==> src/rtl/led_mode_sequencer_pkg.sv <==
// Shared encodings for the LED mode sequencer: mode values, colour indices and duty width.
package led_pkg;

   localparam int DUTY_W = 8;

   typedef enum logic [1:0] {
      MODE_OFF     = 2'd0,
      MODE_CYCLE   = 2'd1,
      MODE_BREATHE = 2'd2,
      MODE_SOLID   = 2'd3
   } mode_t;

   localparam logic [1:0] COL_BLUE  = 2'd0;
   localparam logic [1:0] COL_GREEN = 2'd1;
   localparam logic [1:0] COL_RED   = 2'd2;
   localparam logic [1:0] COL_BLACK = 2'd3;

   // Packs one colour index into an {r,g,b} duty word at the given brightness.
   function automatic logic [3*DUTY_W-1:0] colour_duty(input logic [1:0]        col,
                                                       input logic [DUTY_W-1:0] bright);
      logic [3*DUTY_W-1:0] d;
      d = '0;
      case (col)
         COL_BLUE:  d = {{(2*DUTY_W){1'b0}}, bright};
         COL_GREEN: d = {{DUTY_W{1'b0}}, bright, {DUTY_W{1'b0}}};
         COL_RED:   d = {bright, {(2*DUTY_W){1'b0}}};
         default:   d = '0;
      endcase
      return d;
   endfunction

endpackage

==> src/rtl/led_mode_sequencer_if.sv <==
// Button-in / duty-out bundle between the debouncer side and the sequencer.
interface led_mode_sequencer_if import led_pkg::*; ();

   logic [1:0]          btn_db;
   logic [3*DUTY_W-1:0] led4_duty;
   logic [3*DUTY_W-1:0] led5_duty;
   logic [1:0]          mode;
   logic                paused;

   modport master (
      output btn_db,
      input  led4_duty,
      input  led5_duty,
      input  mode,
      input  paused
   );

   modport slave (
      input  btn_db,
      output led4_duty,
      output led5_duty,
      output mode,
      output paused
   );

endinterface

==> src/rtl/led_mode_sequencer_tick_gen.sv <==
// Free-running divider: counts 0..DIV-1 while enabled and pulses tick on the last count.
module tick_gen #(
   parameter int DIV = 2
) (
   input  logic sysclk,
   input  logic rst,
   input  logic en,
   input  logic clr,
   output logic tick
);

   localparam int W = (DIV > 1) ? $clog2(DIV) : 1;
   localparam logic [W-1:0] LAST = W'(DIV - 1);

   logic [W-1:0] cnt;

   always_ff @(posedge sysclk or posedge rst) begin
      if (rst) begin
         cnt <= '0;
      end else if (clr) begin
         cnt <= '0;
      end else if (en) begin
         cnt <= (cnt == LAST) ? '0 : cnt + 1'b1;
      end
   end

   assign tick = en && !clr && (cnt == LAST);

endmodule

==> src/rtl/led_mode_sequencer.sv <==
// Mode/pause sequencer producing six 8-bit PWM duties for LED4 and LED5.
// Define LED_GAMMA_EN for a squared (perceptual) breathe curve; linear otherwise.
//
// state        | meaning
// MODE_OFF     | all duties 0
// MODE_CYCLE   | LED4 shows colour c, LED5 colour c+1, c steps on step_tick
// MODE_BREATHE | LED4 green ramps up/down, LED5 blue mirrors it
// MODE_SOLID   | all duties at BRIGHT
module led_mode_sequencer import led_pkg::*; #(
   parameter int CLK_HZ  = 125000000,
   parameter int STEP_HZ = 2,
   parameter int RAMP_HZ = 500,
   parameter int BRIGHT  = 127
) (
   input  logic                 sysclk,
   input  logic                 rst,
   led_mode_sequencer_if.slave  bus
);

   localparam int STEP_DIV = CLK_HZ / STEP_HZ;
   localparam int RAMP_DIV = CLK_HZ / RAMP_HZ;
   localparam logic [DUTY_W-1:0] BRIGHT_D = DUTY_W'(BRIGHT);

   logic [1:0]          btn_s, btn_d, rise;
   logic                adv, tog;
   mode_t               state_q, state_d;
   logic                paused_q;
   logic [1:0]          colour_q;
   logic [DUTY_W-1:0]   level_q;
   logic                dir_down_q;
   logic                step_tick, ramp_tick;
   logic [3*DUTY_W-1:0] led4_d, led5_d, led4_q, led5_q;

   // One register stage, then edge detect against it: a press acts two cycles after btn_db.
   always_ff @(posedge sysclk or posedge rst) begin
      if (rst) begin
         btn_s <= '0;
         btn_d <= '0;
      end else begin
         btn_s <= bus.btn_db;
         btn_d <= btn_s;
      end
   end

   assign rise = btn_s & ~btn_d;
   assign adv  = rise[0];
   assign tog  = rise[1] & ~rise[0];

   always_ff @(posedge sysclk or posedge rst) begin
      if (rst) state_q <= MODE_OFF;
      else     state_q <= state_d;
   end

   always_comb begin
      state_d = state_q;
      if (adv) begin
         unique case (state_q)
            MODE_OFF:     state_d = MODE_CYCLE;
            MODE_CYCLE:   state_d = MODE_BREATHE;
            MODE_BREATHE: state_d = MODE_SOLID;
            MODE_SOLID:   state_d = MODE_OFF;
            default:      state_d = MODE_OFF;
         endcase
      end
   end

   always_ff @(posedge sysclk or posedge rst) begin
      if (rst)       paused_q <= 1'b0;
      else if (adv)  paused_q <= 1'b0;
      else if (tog)  paused_q <= ~paused_q;
   end

   tick_gen #(.DIV(STEP_DIV)) u_step (
      .sysclk (sysclk),
      .rst    (rst),
      .en     ((state_q == MODE_CYCLE) && !paused_q),
      .clr    (adv),
      .tick   (step_tick)
   );

   tick_gen #(.DIV(RAMP_DIV)) u_ramp (
      .sysclk (sysclk),
      .rst    (rst),
      .en     ((state_q == MODE_BREATHE) && !paused_q),
      .clr    (adv),
      .tick   (ramp_tick)
   );

   always_ff @(posedge sysclk or posedge rst) begin
      if (rst)            colour_q <= COL_BLUE;
      else if (adv)       colour_q <= COL_BLUE;
      else if (step_tick) colour_q <= colour_q + 2'd1;
   end

   // Triangle ramp: the turn-around is decided in the same update that lands on 255 or 0.
   always_ff @(posedge sysclk or posedge rst) begin
      if (rst) begin
         level_q    <= '0;
         dir_down_q <= 1'b0;
      end else if (adv) begin
         level_q    <= '0;
         dir_down_q <= 1'b0;
      end else if (ramp_tick) begin
         if (!dir_down_q) begin
            level_q <= level_q + 1'b1;
            if (level_q == 8'd254) dir_down_q <= 1'b1;
         end else begin
            level_q <= level_q - 1'b1;
            if (level_q == 8'd1) dir_down_q <= 1'b0;
         end
      end
   end

`ifdef LED_GAMMA_EN
   function automatic logic [DUTY_W-1:0] shape(input logic [DUTY_W-1:0] x);
      logic [2*DUTY_W-1:0] sq;
      sq = {{DUTY_W{1'b0}}, x} * {{DUTY_W{1'b0}}, x};
      return sq[2*DUTY_W-1:DUTY_W];
   endfunction
`else
   function automatic logic [DUTY_W-1:0] shape(input logic [DUTY_W-1:0] x);
      return x;
   endfunction
`endif

   always_comb begin
      led4_d = '0;
      led5_d = '0;
      unique case (state_q)
         MODE_CYCLE: begin
            led4_d = colour_duty(colour_q, BRIGHT_D);
            led5_d = colour_duty(colour_q + 2'd1, BRIGHT_D);
         end
         MODE_BREATHE: begin
            led4_d = {{DUTY_W{1'b0}}, shape(level_q), {DUTY_W{1'b0}}};
            led5_d = {{(2*DUTY_W){1'b0}}, shape(~level_q)};
         end
         MODE_SOLID: begin
            led4_d = {3{BRIGHT_D}};
            led5_d = {3{BRIGHT_D}};
         end
         default: begin
            led4_d = '0;
            led5_d = '0;
         end
      endcase
   end

   always_ff @(posedge sysclk or posedge rst) begin
      if (rst) begin
         led4_q <= '0;
         led5_q <= '0;
      end else begin
         led4_q <= led4_d;
         led5_q <= led5_d;
      end
   end

   assign bus.led4_duty = led4_q;
   assign bus.led5_duty = led5_q;
   assign bus.mode      = state_q;
   assign bus.paused    = paused_q;

endmodule

==> src/flat_wrapper.sv <==
// flat-port wrapper written by rule: the top's interface ports become plain ports
module led_mode_sequencer_flat import led_pkg::*;
#(
   parameter int CLK_HZ  = 125000000,
   parameter int STEP_HZ = 2,
   parameter int RAMP_HZ = 500,
   parameter int BRIGHT  = 127
)
  (sysclk, rst, bus_btn_db, bus_led4_duty, bus_led5_duty, bus_mode, bus_paused);
  led_mode_sequencer_if bus_i ();
  input  logic sysclk;
  input  logic rst;
  input wire logic [$bits(bus_i.btn_db)-1:0] bus_btn_db;
  output wire logic [$bits(bus_i.led4_duty)-1:0] bus_led4_duty;
  output wire logic [$bits(bus_i.led5_duty)-1:0] bus_led5_duty;
  output wire logic [$bits(bus_i.mode)-1:0] bus_mode;
  output wire logic [$bits(bus_i.paused)-1:0] bus_paused;
  assign bus_i.btn_db = bus_btn_db;
  assign bus_led4_duty = bus_i.led4_duty;
  assign bus_led5_duty = bus_i.led5_duty;
  assign bus_mode = bus_i.mode;
  assign bus_paused = bus_i.paused;
  led_mode_sequencer #(.CLK_HZ(CLK_HZ), .STEP_HZ(STEP_HZ), .RAMP_HZ(RAMP_HZ), .BRIGHT(BRIGHT)) u_core (.sysclk(sysclk), .rst(rst), .bus(bus_i));
endmodule
==> config.mk <==
export PLATFORM = sky130hd
export DESIGN_NAME = led_mode_sequencer_flat
export DESIGN_NICKNAME = d
export VERILOG_FILES = /design/src/rtl/led_mode_sequencer_pkg.sv /design/src/rtl/led_mode_sequencer_if.sv /design/src/rtl/led_mode_sequencer_tick_gen.sv /design/src/rtl/led_mode_sequencer.sv /design/src/flat_wrapper.sv
export SDC_FILE = /design/constraint.sdc
export NUM_CORES = 1
export LEC_CHECK = 0
export ABC_AREA = 1
export CAP_MARGIN = 10
export CORE_UTILIZATION = 31
export DETAILED_ROUTE_END_ITERATION = 16
export PLACE_DENSITY = 0.49
export SLEW_MARGIN = 20
export SYNTH_ARGS = -nofsm -noshare
export SYNTH_HDL_FRONTEND = slang
export SYNTH_SLANG_ARGS = --single-unit
==> constraint.sdc <==
create_clock -name sysclk -period 7.9 [get_ports sysclk]
set_input_delay 2.37 -clock sysclk [delete_from_list [all_inputs] [get_ports sysclk]]
set_output_delay 2.37 -clock sysclk [all_outputs]
set_load 0.02 [all_outputs]
==> impl_metrics.ini <==
[yosys]
yosysSeqAreaShare_pct = 40.48
async_reset_ff_share_pct = 100.0
library_cell_occupying_the_most_area_in_the_post_synthesis_netlist = sky130_fd_sc_hd__dfrtp_1
syn_area_per_cell_sq_um = 7.564
synth.top_cells.by_count = 166 x sky130_fd_sc_hd__nand2_1, 81 x sky130_fd_sc_hd__dfrtp_1, 81 x sky130_fd_sc_hd__nor2_1
netlist-cell-type-count = 37
synth_ff_type = sky130_fd_sc_hd__dfrtp_1
synth_edf_count = 0
syn_area_sq_um = 5007
synth_seq_cells = 81
synth_top_area_share_pct = 40.48
synthMostInstantiatedCell = sky130_fd_sc_hd__nand2_1
synth.top_cells.by_area = sky130_fd_sc_hd__dfrtp_1 40%, sky130_fd_sc_hd__nand2_1 12%, sky130_fd_sc_hd__nor2_1 6.1%
yosys_warn_count = 0
number_of_instances_in_the_synthesized_netlist = 662

[clock_tree]
clock_sinks = 81
clockRootBuffer = sky130_fd_sc_hd__clkbuf_16
clock_slew_seen_by_the_registers_of_the_worst_setup_and_hold_paths_ns = 0.06
postCtsSetupBuffers = 0
number_of_buffers_inserted_during_clock_tree_synthesis = 9
clock_insertion_delay_worst_skew_ns = 0.34
cts-htree-levels = 3
cts.path.max_buffers = 2
cts-resized-gates = 0
cts_tree = yes
holdBufCountCts = 0

[finish]
fillerInstances = 1679
area_taken_by_multi_input_logic_gates_sq_um = 2402
design.final.nets = 704
layoutNonFillerInstCount = 907
area_growth_pct = 15.44
n_antenna_cell = 0
register_area_sq_um = 2027
drive_above_1_share_pct = 10.13

[status]
outcome = finished, final reports clean

[worst_setup_path]
critical_path.max_stage_delay_ns = 0.68
reg2reg_depth = 7
cp.required_ns = 5.53
ff2ff_setup_slack_ns = 5.87
cp_cell_sequence = clkdlybuf4s50_1
critPathTopFamily = buffers and inverters
critical_path.reg2reg.endpoint = u_core.u_ramp.cnt[17]
cp_data_arrival_time_ns = 1.55
worst_path_max_delay_cell = sky130_fd_sc_hd__clkdlybuf4s50_1
number_of_buffer_and_inverter_instances_along_the_worst_setup_path = 1
criticalPathCategory = reg2out
worstReg2RegStart = u_core.bus.mode[0]
path_max_fanout = 14
worst_setup_path_end_kind = output port
crit_path_start_kind = flip-flop

[global_routing]
pin_count_of_the_biggest_net_entering_global_routing = 82
grt_pass1_wl_mm = 18.84
overflow = 0
grt_pass1_vias = 3862
number_of_antenna_violations_at_the_first_check_in_global_routing = 0
grtUsageTotal_pct = 14.41

[die]
die_area_sq_um = 16660
initial_core_util_pct = 31.64
io-pin-count = 55
fp-row-count = 46
core-area_sq_um = 15830
die_w_um = 129.1
die_h_um = 129.1

[sta]
final_critical_path_setup_slack_ns = 3.983
max-slew-margin-rel_pct = 50.47
setup_repair_after_global_routing_missed_its_margin = false
fmaxAchievable_mhz = 255.3
min_period_ns = 3.917
setup_total_negative_slack_ns = 0
period_share_pct = 49.58
finalMaxSlewViolations = 0
worst_clock_skew_ns = 0.007035
final-hold-violation-count = 0
timing_worst_slew_pin_value_ns = 0.7430
final-setup-viol-count = 0

[min_path]
hold_class = reg2reg
hold_start = u_core.btn_s[1]
hold-path-endpoint = u_core.btn_d[1]
min_delay_path_depth = 0

[routing]
drt_pre_antenna_iters = 4
drtIter0Drc = 299
wl_per_cell_um = 12.09
routed_via_density = 4.529
drc = 0
vias = 4108
final_antenna_net_count = 0
detail_route.wirelength_mm = 10.97

[pwr]
p_leak_nw = 2.586
powerDensity_nw_per_um2 = 223.9
vdd_ir_drop_max_mv = 0.1106

[job]
drv.max_cap_violation_count = 0

[place]
io_buffers = 50
place_ws_ns = 4.081
post-place-cells = 891
dp_hpwl_mm = 7.979
gp_routability_congestion = 0.8113
[layout by cell type, fill, tap and decap left out, drive strengths merged]
cell / n
a31oi: 1
nand3: 64
clkinvlp: 2
o21bai: 3
o21ai: 35
nand4: 22
ha: 14
clkinv: 6
nand2: 176
conb: 4
a21oi: 11
nor2: 104
o22ai: 3
inv: 74
o221ai: 1
xor2: 17
nor3: 2
clkbuf: 11
clkdlybuf4s50: 50
dfrtp: 81
nand3b: 1
o211ai: 2
buf: 1
xnor2: 5
a21boi: 1
[sequential cells by signal, indices dropped and copies added (netlist names)]
register and cells:
u_core.level_q 8, u_core.u_step.cnt 26, u_core.bus.led5_duty 10, u_core.u_ramp.cnt 18, u_core.bus.paused 1, u_core.colour_q 2, u_core.btn_s 2, u_core.bus.led4_duty 9
u_core.bus.mode 2, u_core.dir_down_q 1, u_core.btn_d 2
[per-layer routing]
metal  track usage, %  vias to the layer above  wire length, um
met5                0                        -                0
met4            6.436                        0              210
met3            2.064                       12              408
met2            23.56                       92             4879
met1            18.97                     1888             5466
li1                 -                     2116                -
[stage by stage]
stage               area [sq um]  hold WS (ns)  utilization, %  power, mW
finish                      5781        0.4233           36.52      1.294
global route                5781        0.4552           36.52      1.373
CTS                         5777        0.4331           36.50      1.318
detailed placement          5503        0.4184           34.77     0.9194
global placement            5503        0.4149           34.77     0.9153
floorplan                   5019        0.3540               -     0.7940
[cells by family after synthesis]
group	Yosys count	share of synthesized area, %
xor+xnor	22	3.848
other cells	1	0.07489
buf+inv	118	11.77
simple gates	369	33.73
fa+ha+maj	14	3.498
compound gates	57	6.597
flops	81	40.48
[cell type report]
cell class              instances  share of cell area (%)
inverters                      77                   5.108
repair buffers                 51                   8.853
well taps                     216                   4.675
multi-input cells             466                   41.56
clock buffers                  11                   4.026
clock inverters                 5                  0.7143
flip-flops and latches         81                   35.06
[power by group]
group | switching (mW) | internal [mW]
sequential | 0.0327 | 0.463
combinational | 0.242 | 0.166
clock | 0.175 | 0.215
[worst max-delay path by stage]
stage	startpoint	end	slack, ns	cells after the start
global placement	rst	u_core.bus.led4_duty[11]	4.10	3
detailed placement	rst	u_core.bus.led5_duty[2]	4.08	3
finish	u_core.bus.led5_duty[14]	bus_led5_duty[12]	3.98	1
CTS	u_core.bus.led5_duty[14]	bus_led5_duty[12]	3.94	1
floorplan	rst	u_core.btn_d[0]	3.45	1
global route	u_core.bus.led5_duty[14]	bus_led5_duty[11]	3.87	1
No activity file was read; power rests on OpenSTA's default activity.
